### config.mk
export PLATFORM = sky130hd
export DESIGN_NAME = rob_alloc
export DESIGN_NICKNAME = d
export VERILOG_FILES = /design/src/rtl/rob_alloc.sv
export SDC_FILE = /design/constraint.sdc
export NUM_CORES = 1
export LEC_CHECK = 0
export CORE_AREA = 8 8 184 186
export DETAILED_ROUTE_END_ITERATION = 10
export DIE_AREA = 0 0 192 194
export MAX_ROUTING_LAYER = met4
export PLACE_DENSITY = 0.59
export SLEW_MARGIN = 10
export SYNTH_ARGS = -nofsm -noshare
export SYNTH_HDL_FRONTEND = slang
export SYNTH_SLANG_ARGS = --single-unit
### constraint.sdc
create_clock -name clock -period 11 [get_ports clock]
set_clock_uncertainty 0.05 [all_clocks]
set_input_delay 1.1 -clock clock [delete_from_list [all_inputs] [get_ports clock]]
set_output_delay 1.1 -clock clock [all_outputs]
set_load 0.05 [all_outputs]
### src/rtl/rob_alloc.sv
// Reorder-buffer allocator: tracks head/tail/count and per-entry
// {valid, dest_reg, NPC} for dispatch and in-order retire.
`ifndef ROB_SZ
`define ROB_SZ 8
`endif
`ifndef XLEN
`define XLEN 32
`endif

module rob_alloc #(
  parameter int SZ    = `ROB_SZ,
  parameter int IDX_W = $clog2(SZ)
) (
  input  logic              clock,
  input  logic              reset,
  input  logic              dispatch_valid,
  input  logic [4:0]        dispatch_dest_reg,
  input  logic [`XLEN-1:0]  dispatch_NPC,
  output logic              dispatch_ready,
  output logic [IDX_W-1:0]  dispatch_rob_idx,
  input  logic              move_head,
  input  logic              clear_rob,
  output logic [IDX_W-1:0]  rob_head,
  output logic [4:0]        head_dest_reg,
  output logic [`XLEN-1:0]  head_NPC,
  output logic              head_valid,
  output logic [IDX_W:0]    rob_count,
  output logic              rob_full,
  output logic              rob_empty,
  output logic              underflow_err
);

  localparam int CW = IDX_W + 1;

  logic [IDX_W-1:0] head;
  logic [IDX_W-1:0] tail;
  logic [CW-1:0]    count;
  logic [SZ-1:0]    valid;
  logic [4:0]       dest_q [SZ];
  logic [`XLEN-1:0] npc_q  [SZ];
  logic             accept;
  logic             retire;

  // Full/empty come from count alone: head == tail is ambiguous.
  assign rob_full  = (count == CW'(SZ));
  assign rob_empty = (count == '0);

  assign dispatch_ready   = ~rob_full & ~clear_rob;
  assign dispatch_rob_idx = tail;
  assign accept = dispatch_valid & dispatch_ready;
  assign retire = move_head & ~rob_empty & ~clear_rob;

  assign rob_head      = head;
  assign rob_count     = count;
  assign head_valid    = valid[head];
  assign head_dest_reg = dest_q[head];
  assign head_NPC      = npc_q[head];

  always_ff @(posedge clock) begin
    if (reset) begin
      head          <= '0;
      tail          <= '0;
      count         <= '0;
      valid         <= '0;
      underflow_err <= 1'b0;
    end else begin
      if (move_head && rob_empty)
        underflow_err <= 1'b1;
      if (clear_rob) begin
        head  <= '0;
        tail  <= '0;
        count <= '0;
        valid <= '0;
      end else begin
        if (accept) begin
          valid[tail] <= 1'b1;
          tail        <= tail + IDX_W'(1);
        end
        if (retire) begin
          valid[head] <= 1'b0;
          head        <= head + IDX_W'(1);
        end
        if (accept && !retire)
          count <= count + CW'(1);
        else if (retire && !accept)
          count <= count - CW'(1);
      end
    end
  end

  // Payload is meaningless while valid is low, so it carries no reset.
  always_ff @(posedge clock) begin
    if (accept) begin
      dest_q[tail] <= dispatch_dest_reg;
      npc_q[tail]  <= dispatch_NPC;
    end
  end

endmodule
==> metrics.log, run 1 <==
[metrics] status: completed
[metrics] synthesized instance count: approximately 530
[metrics] layout overhead on the synthesized area: 20.73%
[metrics] drc violations: 0
[metrics] CTS tree: yes
[metrics] Die Y: 194 µm
[metrics] worst min path class: reg2reg
[metrics] reported leakage power: ~4.5 nW
[metrics] layout cell share with drive strength beyond 1: about 28%
[metrics] EDFF count, synth: roughly 300
[metrics] highest clock rate: 203.5 MHz
[metrics] largest net degree at the start of global routing: 75
[metrics] synthesized netlist net count: 582
[metrics] startpoint type of the worst setup path: flip-flop
[metrics] Root Buffer Master: sky130_fd_sc_hd__clkbuf_16
[metrics] placed wire-length estimate after detailed placement: 13740 µm
[metrics] pwr/cell area: ~180 nW/µm²
[metrics] number of nets in the layout: approximately 700
[metrics] via-per-instance ratio: about 5.2
[metrics] Floorplan Core Area: 31070 µm²
[metrics] Critical Path End Type: primary output
[metrics] H-tree depth: 2
[metrics] GRT overflow: 0
[metrics] GRT Total Usage: roughly 14%
[metrics] vias: between 5000 and 6000
[metrics] fill cell total of the finished layout: between 2000 and 3000
[metrics] die area: 37250 µm²
[metrics] DR pass1 iterations: 5
[metrics] number of hold-slack violations in the final timing report: 0
[metrics] Cell variety after synth: 38
[metrics] highest cell delay on the worst timing path: 0.81 ns
[metrics] # diodes: 0
[metrics] portion of the post-synthesis area used by sequential elements: between 70% and 80%
[metrics] PostCTS Resize Cnt: 0
[metrics] critical path class: reg2out
[metrics] measured slew at the worst slew-check pin: between 1 and 1.5 ns
[metrics] delay-heaviest family, CP: buffers and inverters
[metrics] post-route clock period utilization: between 40% and 50%
[metrics] ys flop type: sky130_fd_sc_hd__edfxtp_1
[metrics] Max FO, Critical Path: 40
[metrics] clk slew on worst S/H paths: approximately 0.06 ns
[metrics] mean routed wirelength per cell: ~23 µm
[metrics] register bit total from synthesis: roughly 320
[metrics] Min Clock Period, post-route: roughly 5 ns
[metrics] antenna violations before repair: 0
[metrics] number of buffers between clock root and the deepest sink: 3
[metrics] number of design-rule violations left by the first detailed-router iteration: 241
[metrics] RD Place Congestion: roughly 0.67
[metrics] overall power of the completed layout: around 2.6 mW
[metrics] Worst path slowest cell: sky130_fd_sc_hd__dfxtp_4
[metrics] aggregate routed wire length: approximately 25000 µm
[metrics] Post-Syn Area per Cell: approximately 23 µm²
[metrics] Worst VDD drop: about 0.091 mV
[metrics] buffer count from post-CTS setup fixing: 0
[metrics] count of hold buffers inserted by post-cts repair: 0
[metrics] number of global-route vias before repair: 6326
[metrics] total of warnings raised by yosys: 0
[metrics] Clock Sink Count: between 300 and 400
[metrics] total negative slack: 0 ns
[metrics] I/O pin total: 94
[metrics] area of the mapped netlist: between 10000 and 15000 µm²
[metrics] Final setup violation count: 0
[metrics] wire length of the first global-routing pass: 38030 µm
[metrics] count of port buffers added during placement: 93
[metrics] width of the die: approximately 190 µm
[metrics] standard-cell row count: 65
[metrics] CP Buf/Inv Count: 2
[metrics] reported max-cap violation count: 0
[metrics] Num CTS Buffers: 35
[metrics] pins over their slew limit: 0
[metrics] number of routed nets with antenna violations: 0
[metrics] critical-path cell list: buf_4 -> mux4_2 -> mux2_2 -> clkdlybuf4s50_1
[metrics] arrival time at the worst endpoint: between 3 and 4 ns
[metrics] normalized max-slew margin: a little under a quarter
[metrics] clock latency reported for the late side of the worst-skew pair: 0.50 ns
[metrics] FFs w/ async S/R, synth: 0%
[metrics] unrepaired setup endpoints after global routing: false
[metrics] Initial Utilization: 39.20%
[metrics] WP data required: around 10 ns
## worst reg2reg max path, stage by stage (launching register included)
cell and delay, ns:
sky130_fd_sc_hd__dfxtp_1 0.40, sky130_fd_sc_hd__o41ai_2 0.62, sky130_fd_sc_hd__nor2_1 0.11, sky130_fd_sc_hd__inv_1 0.11
sky130_fd_sc_hd__ha_1 0.17, sky130_fd_sc_hd__inv_1 0.10, sky130_fd_sc_hd__ha_1 0.34, sky130_fd_sc_hd__nand3_1 0.12
sky130_fd_sc_hd__a211o_1 0.30, sky130_fd_sc_hd__a211oi_1 0.20, sky130_fd_sc_hd__a31o_2 0.13
## placed cells by master, fill, tap and decap left out, types with 5 or more instances in the layout
cell / Yosys / final
sky130_fd_sc_hd__mux4_2: 76 / 76
sky130_fd_sc_hd__clkbuf_16: 0 / 37
sky130_fd_sc_hd__buf_4: 1 / 10
sky130_fd_sc_hd__nor2_1: 16 / 13
sky130_fd_sc_hd__dfxtp_1: 22 / 19
sky130_fd_sc_hd__clkbuf_1: 3 / 8
sky130_fd_sc_hd__edfxtp_1: 296 / 296
sky130_fd_sc_hd__nand2_1: 5 / 5
sky130_fd_sc_hd__o221a_1: 8 / 8
sky130_fd_sc_hd__clkinv_1: 0 / 7
sky130_fd_sc_hd__clkdlybuf4s50_1: 0 / 93
sky130_fd_sc_hd__mux2_2: 38 / 38
sky130_fd_sc_hd__a21oi_1: 6 / 6
sky130_fd_sc_hd__ha_1: 5 / 5
## layout make-up
type | count | area [µm²] | area share [%]
Clock buffer | 45 | 955.9 | 6.501
Clock inverter | 15 | 143.9 | 0.9786
Inverter | 5 | 18.77 | 0.1276
Multi-Input combinational cell | 188 | 2739 | 18.63
Sequential cell | 318 | 9338 | 63.50
Tap cell | 402 | 503.0 | 3.421
Timing Repair Buffer | 103 | 1006 | 6.841
## metrics by stage
stage	util [%]	setup slack [ns]	area [µm²]	hold slack (ns)	cells
6_report	47.33	6.087	14700	0.4212	1076
3_5_place_dp	43.79	6.463	13600	0.4184	1016
4_1_cts	47.33	5.925	14700	0.4320	1076
3_3_place_gp	43.79	6.541	13600	0.4023	1016
2_1_floorplan	-	5.391	12180	0.4485	534
5_1_grt	47.33	5.797	14700	0.4827	1076
## worst paths after layout
kind / start / end / slack (ns) / depth (start not counted)
setup / recovery: flip-flop / head_NPC[0] / 6.09 / 4
hold / removal: underflow_err / underflow_err / 0.42 / 2
setup reg to reg: rob_count[0] / rob_count[3] / 8.31 / 10
hold reg to reg: underflow_err / underflow_err / 0.42 / 2
## sequential cells by signal, indices dropped and copies added, names as in the netlist, named ones only
signal / count
underflow_err: 1
valid: 8
rob_count: 4
rob_head: 3
dispatch_rob_idx: 3
dest_q: 40
npc_q: 256
## layer usage
layer	wire (µm)	vias to the layer above	GRT usage, %
li1	-	2485	-
met4	469	0	3.509
met3	1183	42	2.572
met5	0	-	-
met2	13410	118	24.62
met1	10110	2941	16.25
## cell families after synthesis
| logic type | after synthesis | synth area share [%] |
|---|---|---|
| muxes | 116 | 17.73 |
| and+or+nand+nor | 43 | 1.983 |
| buffers and inverters | 28 | 1.325 |
| adders and majority gates | 6 | 0.6780 |
| xor gates and xnor gates | 5 | 0.3596 |
| DFF | 318 | 76.60 |
| AOI/OAI and AO/OA | 18 | 1.325 |
## cells in the mapped netlist (all sizes together) (3+ instances only)
| cell | n | area (µm²) |
|---|---|---|
| xnor2 | 3 | 26.28 |
| ha | 5 | 62.56 |
| inv | 5 | 18.76 |
| mux2 | 38 | 427.9 |
| nand2b | 4 | 25.02 |
| nand2 | 5 | 18.77 |
| edfxtp | 296 | 8889 |
| o221a | 8 | 90.09 |
| nor2 | 16 | 60.06 |
| a21oi | 6 | 30.03 |
| nor3 | 4 | 25.02 |
| buf | 19 | 126.4 |
| clkbuf | 4 | 16.26 |
| dfxtp | 22 | 440.4 |
| mux4 | 76 | 1712 |
| nand3 | 4 | 32.53 |
## where the power goes
group	total, mW	switching [mW]	internal, mW
registers	1.34	0.00659	1.33
clock network	1.11	0.432	0.680
logic	0.138	0.0820	0.0556
total	2.59	0.521	2.07
Power figures use the tool's default switching activity.
==> run 2: changes to the inputs <==
--- a/config.mk
+++ b/config.mk
@@ -9,7 +9,7 @@
 export DETAILED_ROUTE_END_ITERATION = 10
 export DIE_AREA = 0 0 192 194
 export MAX_ROUTING_LAYER = met4
-export PLACE_DENSITY = 0.59
+export PLACE_DENSITY = 0.61
 export SLEW_MARGIN = 10
 export SYNTH_ARGS = -nofsm -noshare
 export SYNTH_HDL_FRONTEND = slang
==> constraint.sdc (replaced) <==
create_clock -name clock -period 4.4 [get_ports clock]
set_clock_uncertainty 0.05 [all_clocks]
set_input_delay 0.44 -clock clock [delete_from_list [all_inputs] [get_ports clock]]
set_output_delay 0.44 -clock clock [all_outputs]
set_load 0.05 [all_outputs]
==> run 2 against run 1 <==
Setup slack got worse by 5.2 ns. Routed wire length decreased by 0.72%. Clock power increased by 140%. Highest routed layer unchanged. Sequential cell count unchanged. Combinational power increased to 2.6 times the previous value. Via count increased by 0.88%. Sequential share of layout area decreased by 0.24 points. Global-route usage about the same. Sequential power increased by 150%.
==> metrics.log, run 2 (synthesized netlist as in run 1, its figures left out) <==
[metrics] status: completed (unchanged)
[metrics] total negative slack: 0 ns (unchanged)
[metrics] buffer count from post-CTS setup fixing: 0 (unchanged)
[metrics] count of hold buffers inserted by post-cts repair: 0 (unchanged)
[metrics] normalized max-slew margin: 38.67% (was 23.96%)
[metrics] Floorplan Core Area: 31070 µm² (unchanged)
[metrics] wire length of the first global-routing pass: 38300 µm (was 38030 µm)
[metrics] antenna violations before repair: 1 (was 0)
[metrics] width of the die: 192 µm (unchanged)
[metrics] highest clock rate: between 200 and 300 MHz
[metrics] registers with the most flip-flops: npc_q (256), dest_q (40), valid (8) (unchanged)
[metrics] Min-Delay Startpoint: underflow_err (unchanged)
[metrics] fill cell total of the finished layout: 2548 (was 2563)
[metrics] Die Y: 194 µm (unchanged)
[metrics] depth of the worst register-to-register path: 10 (unchanged)
[metrics] Clock Sink Count: 318 (unchanged)
[metrics] Worst VDD drop: 0.2256 mV (was 0.09140 mV)
[metrics] flip-flop count of the largest register, all copies and words added: 256 (unchanged)
[metrics] internal power: 5.024 mW (was 2.068 mW)
[metrics] layout overhead on the synthesized area: 21.18% (was 20.73%)
[metrics] DR pass1 iterations: 4 (was 5)
[metrics] startpoint type of the worst setup path: flip-flop (unchanged)
[metrics] Root Buffer Master: sky130_fd_sc_hd__clkbuf_16 (unchanged)
[metrics] clock latency reported for the late side of the worst-skew pair: 0.50 ns (about the same)
[metrics] Max FO, Critical Path: 38 (was 40)
[metrics] final cell count without fillers: 1081 (was 1076)
[metrics] number of routed nets with antenna violations: 0 (unchanged)
[metrics] unrepaired setup endpoints after global routing: false (unchanged)
[metrics] count of port buffers added during placement: 93 (unchanged)
[metrics] pwr/cell area: 427.9 nW/µm² (was 176.1 nW/µm²)
[metrics] number of design-rule violations left by the first detailed-router iteration: 367 (was 241)
[metrics] Net Sw Frac: 20.45% (was 20.11%)
[metrics] Min-Delay Endpoint: underflow_err (unchanged)
[metrics] drc violations: 0 (unchanged)
[metrics] placed wire-length estimate after detailed placement: 14320 µm (was 13740 µm)
[metrics] measured slew at the worst slew-check pin: 0.9200 ns (was 1.141 ns)
[metrics] reported max-cap violation count: 0 (unchanged)
[metrics] Critical Path End Type: primary output (unchanged)
[metrics] Final setup violation count: 0 (unchanged)
[metrics] standard-cell row count: 65 (unchanged)
[metrics] clock group share of total power: 41.5% (was 43.0%)
[metrics] H-tree depth: 2 (unchanged)
[metrics] commonest non-fill, non-tap cell in the layout: sky130_fd_sc_hd__edfxtp_1 (unchanged)
[metrics] CTS tree: yes (unchanged)
[metrics] I/O pin total: 94 (unchanged)
[metrics] layout cell share with drive strength beyond 1: 28.32% (was 27.89%)
[metrics] relative contribution of sequential cells to total power: 52.9% (was 51.7%)
[metrics] mean routed wirelength per cell: 23.12 µm (was 23.39 µm)
[metrics] Initial Utilization: 39.20% (unchanged)
[metrics] relative contribution of combinational cells to total power: 5.6% (was 5.3%)
[metrics] PostCTS Resize Cnt: 0 (unchanged)
[metrics] final instance area: 14760 µm² (was 14700 µm²)
[metrics] capture instance of the worst register-to-register path: rob_count[3] (unchanged)
[metrics] critical path class: reg2out (unchanged)
[metrics] Min Clock Period, post-route: between 3 and 4 ns
[metrics] number of hold-slack violations in the final timing report: 0 (unchanged)
[metrics] reported leakage power: 4.542 nW (was 4.524 nW)
[metrics] hold-critical path depth: 2 (unchanged)
[metrics] area of the multi-input gates: 2748 µm² (was 2739 µm²)
[metrics] count of placed standard cells including taps: 1023 (was 1016)
[metrics] GRT overflow: 0 (unchanged)
[metrics] DP Area: 13740 µm² (was 13600 µm²)
[metrics] top library cells by usage in the layout, fill and taps aside: sky130_fd_sc_hd__edfxtp_1 (296), sky130_fd_sc_hd__clkdlybuf4s50_1 (93), sky130_fd_sc_hd__mux4_2 (76) (unchanged)
[metrics] Reg-to-Reg Start: rob_count[0] (unchanged)
[metrics] largest net degree at the start of global routing: 45 (was 75)
[metrics] WP data required: 3.91 ns (was 9.85 ns)
[metrics] vias: 5635 (was 5586)
[metrics] die area: 37250 µm² (unchanged)
[metrics] clk slew on worst S/H paths: 0.06 ns (about the same)
[metrics] Num CTS Buffers: 35 (unchanged)
[metrics] area of all sequential standard cells: 9338 µm² (unchanged)
[metrics] arrival time at the worst endpoint: 2.99 ns (was 3.76 ns)
[metrics] number of nets in the layout: 706 (was 699)
[metrics] worst min path class: reg2reg (unchanged)
[metrics] setup slack, reg-to-reg: 1.59 ns (was 8.31 ns)
[metrics] Reg with most FFs: npc_q (unchanged)
[metrics] switching power: 1.292 mW (was 520.8 µW)
[metrics] pins over their slew limit: 0 (unchanged)
[metrics] number of buffers between clock root and the deepest sink: 3 (unchanged)
[metrics] via-per-instance ratio: 5.213 (was 5.191)
[metrics] GRT Total Usage: 13.93% (was 13.98%)
[metrics] post-route clock period utilization: about four fifths
[metrics] number of global-route vias before repair: 6287 (was 6326)
[metrics] aggregate routed wire length: 24990 µm (was 25170 µm)
[metrics] RD Place Congestion: 0.6879 (was 0.6651)
run 2: power groups by stage:
stage | Combinational, mW | Clock [mW] | Sequential, mW
CTS | 0.359 | 2.69 | 3.34
detailed placement | 0.357 | 0 | 3.41
floorplan | 0.191 | 0 | 3.42
global placement | 0.346 | 0 | 3.40
global route | 0.375 | 2.79 | 3.35
finish | 0.352 | 2.62 | 3.34
run 2: worst max path at each step:
| stage | startpoint | end | cells past startpoint |
|---|---|---|---|
| finish | flip-flop | head_NPC[31] | 4 |
| global route | flip-flop | head_NPC[6] | 4 |
| CTS | flip-flop | head_dest_reg[1] | 4 |
| detailed placement | clear_rob | rob_count[3] | 11 |
| global placement | flip-flop | head_NPC[5] | 4 |
| floorplan | rob_count[0] | valid[1] | 4 |
run 2: metal layers:
metal | vias to the layer above | part of all wire, % | global-route usage, %
met5 | - | 0 | -
li1 | 2498 | - | -
met4 | 0 | 1.8 | 3.113
met2 | 133 | 50 | 22.62
met3 | 38 | 4.5 | 2.932
met1 | 2966 | 43 | 17.84
run 2: critical path, stage by stage (launching register included):
cell and delay (ns):
sky130_fd_sc_hd__dfxtp_4 0.71, sky130_fd_sc_hd__buf_12 0.33, sky130_fd_sc_hd__mux4_2 0.34, sky130_fd_sc_hd__mux2_2 0.32, sky130_fd_sc_hd__clkdlybuf4s50_1 0.72
run 2: layout make-up:
cell class / count / share of cell area, %
diodes: 1 / 0.01695
clock buffers: 47 / 6.400
clock inverters: 10 / 0.4832
inverters: 5 / 0.1272
multi-input cells: 188 / 18.62
flip-flops and latches: 318 / 63.27
well taps: 402 / 3.408
repair buffers: 110 / 7.681
run 2: through the flow:
stage          setup slack [ns]  util (%)  power (mW)  hold WS (ns)
2_1_floorplan          0.007470         -       3.610        0.4485
3_3_place_gp              1.436     44.23       3.750        0.4049
3_5_place_dp              1.416     44.23       3.763        0.4135
4_1_cts                  0.8747     47.50       6.388        0.4424
5_1_grt                  0.8037     47.51       6.510        0.4900
6_report                 0.9176     47.51       6.316        0.4310
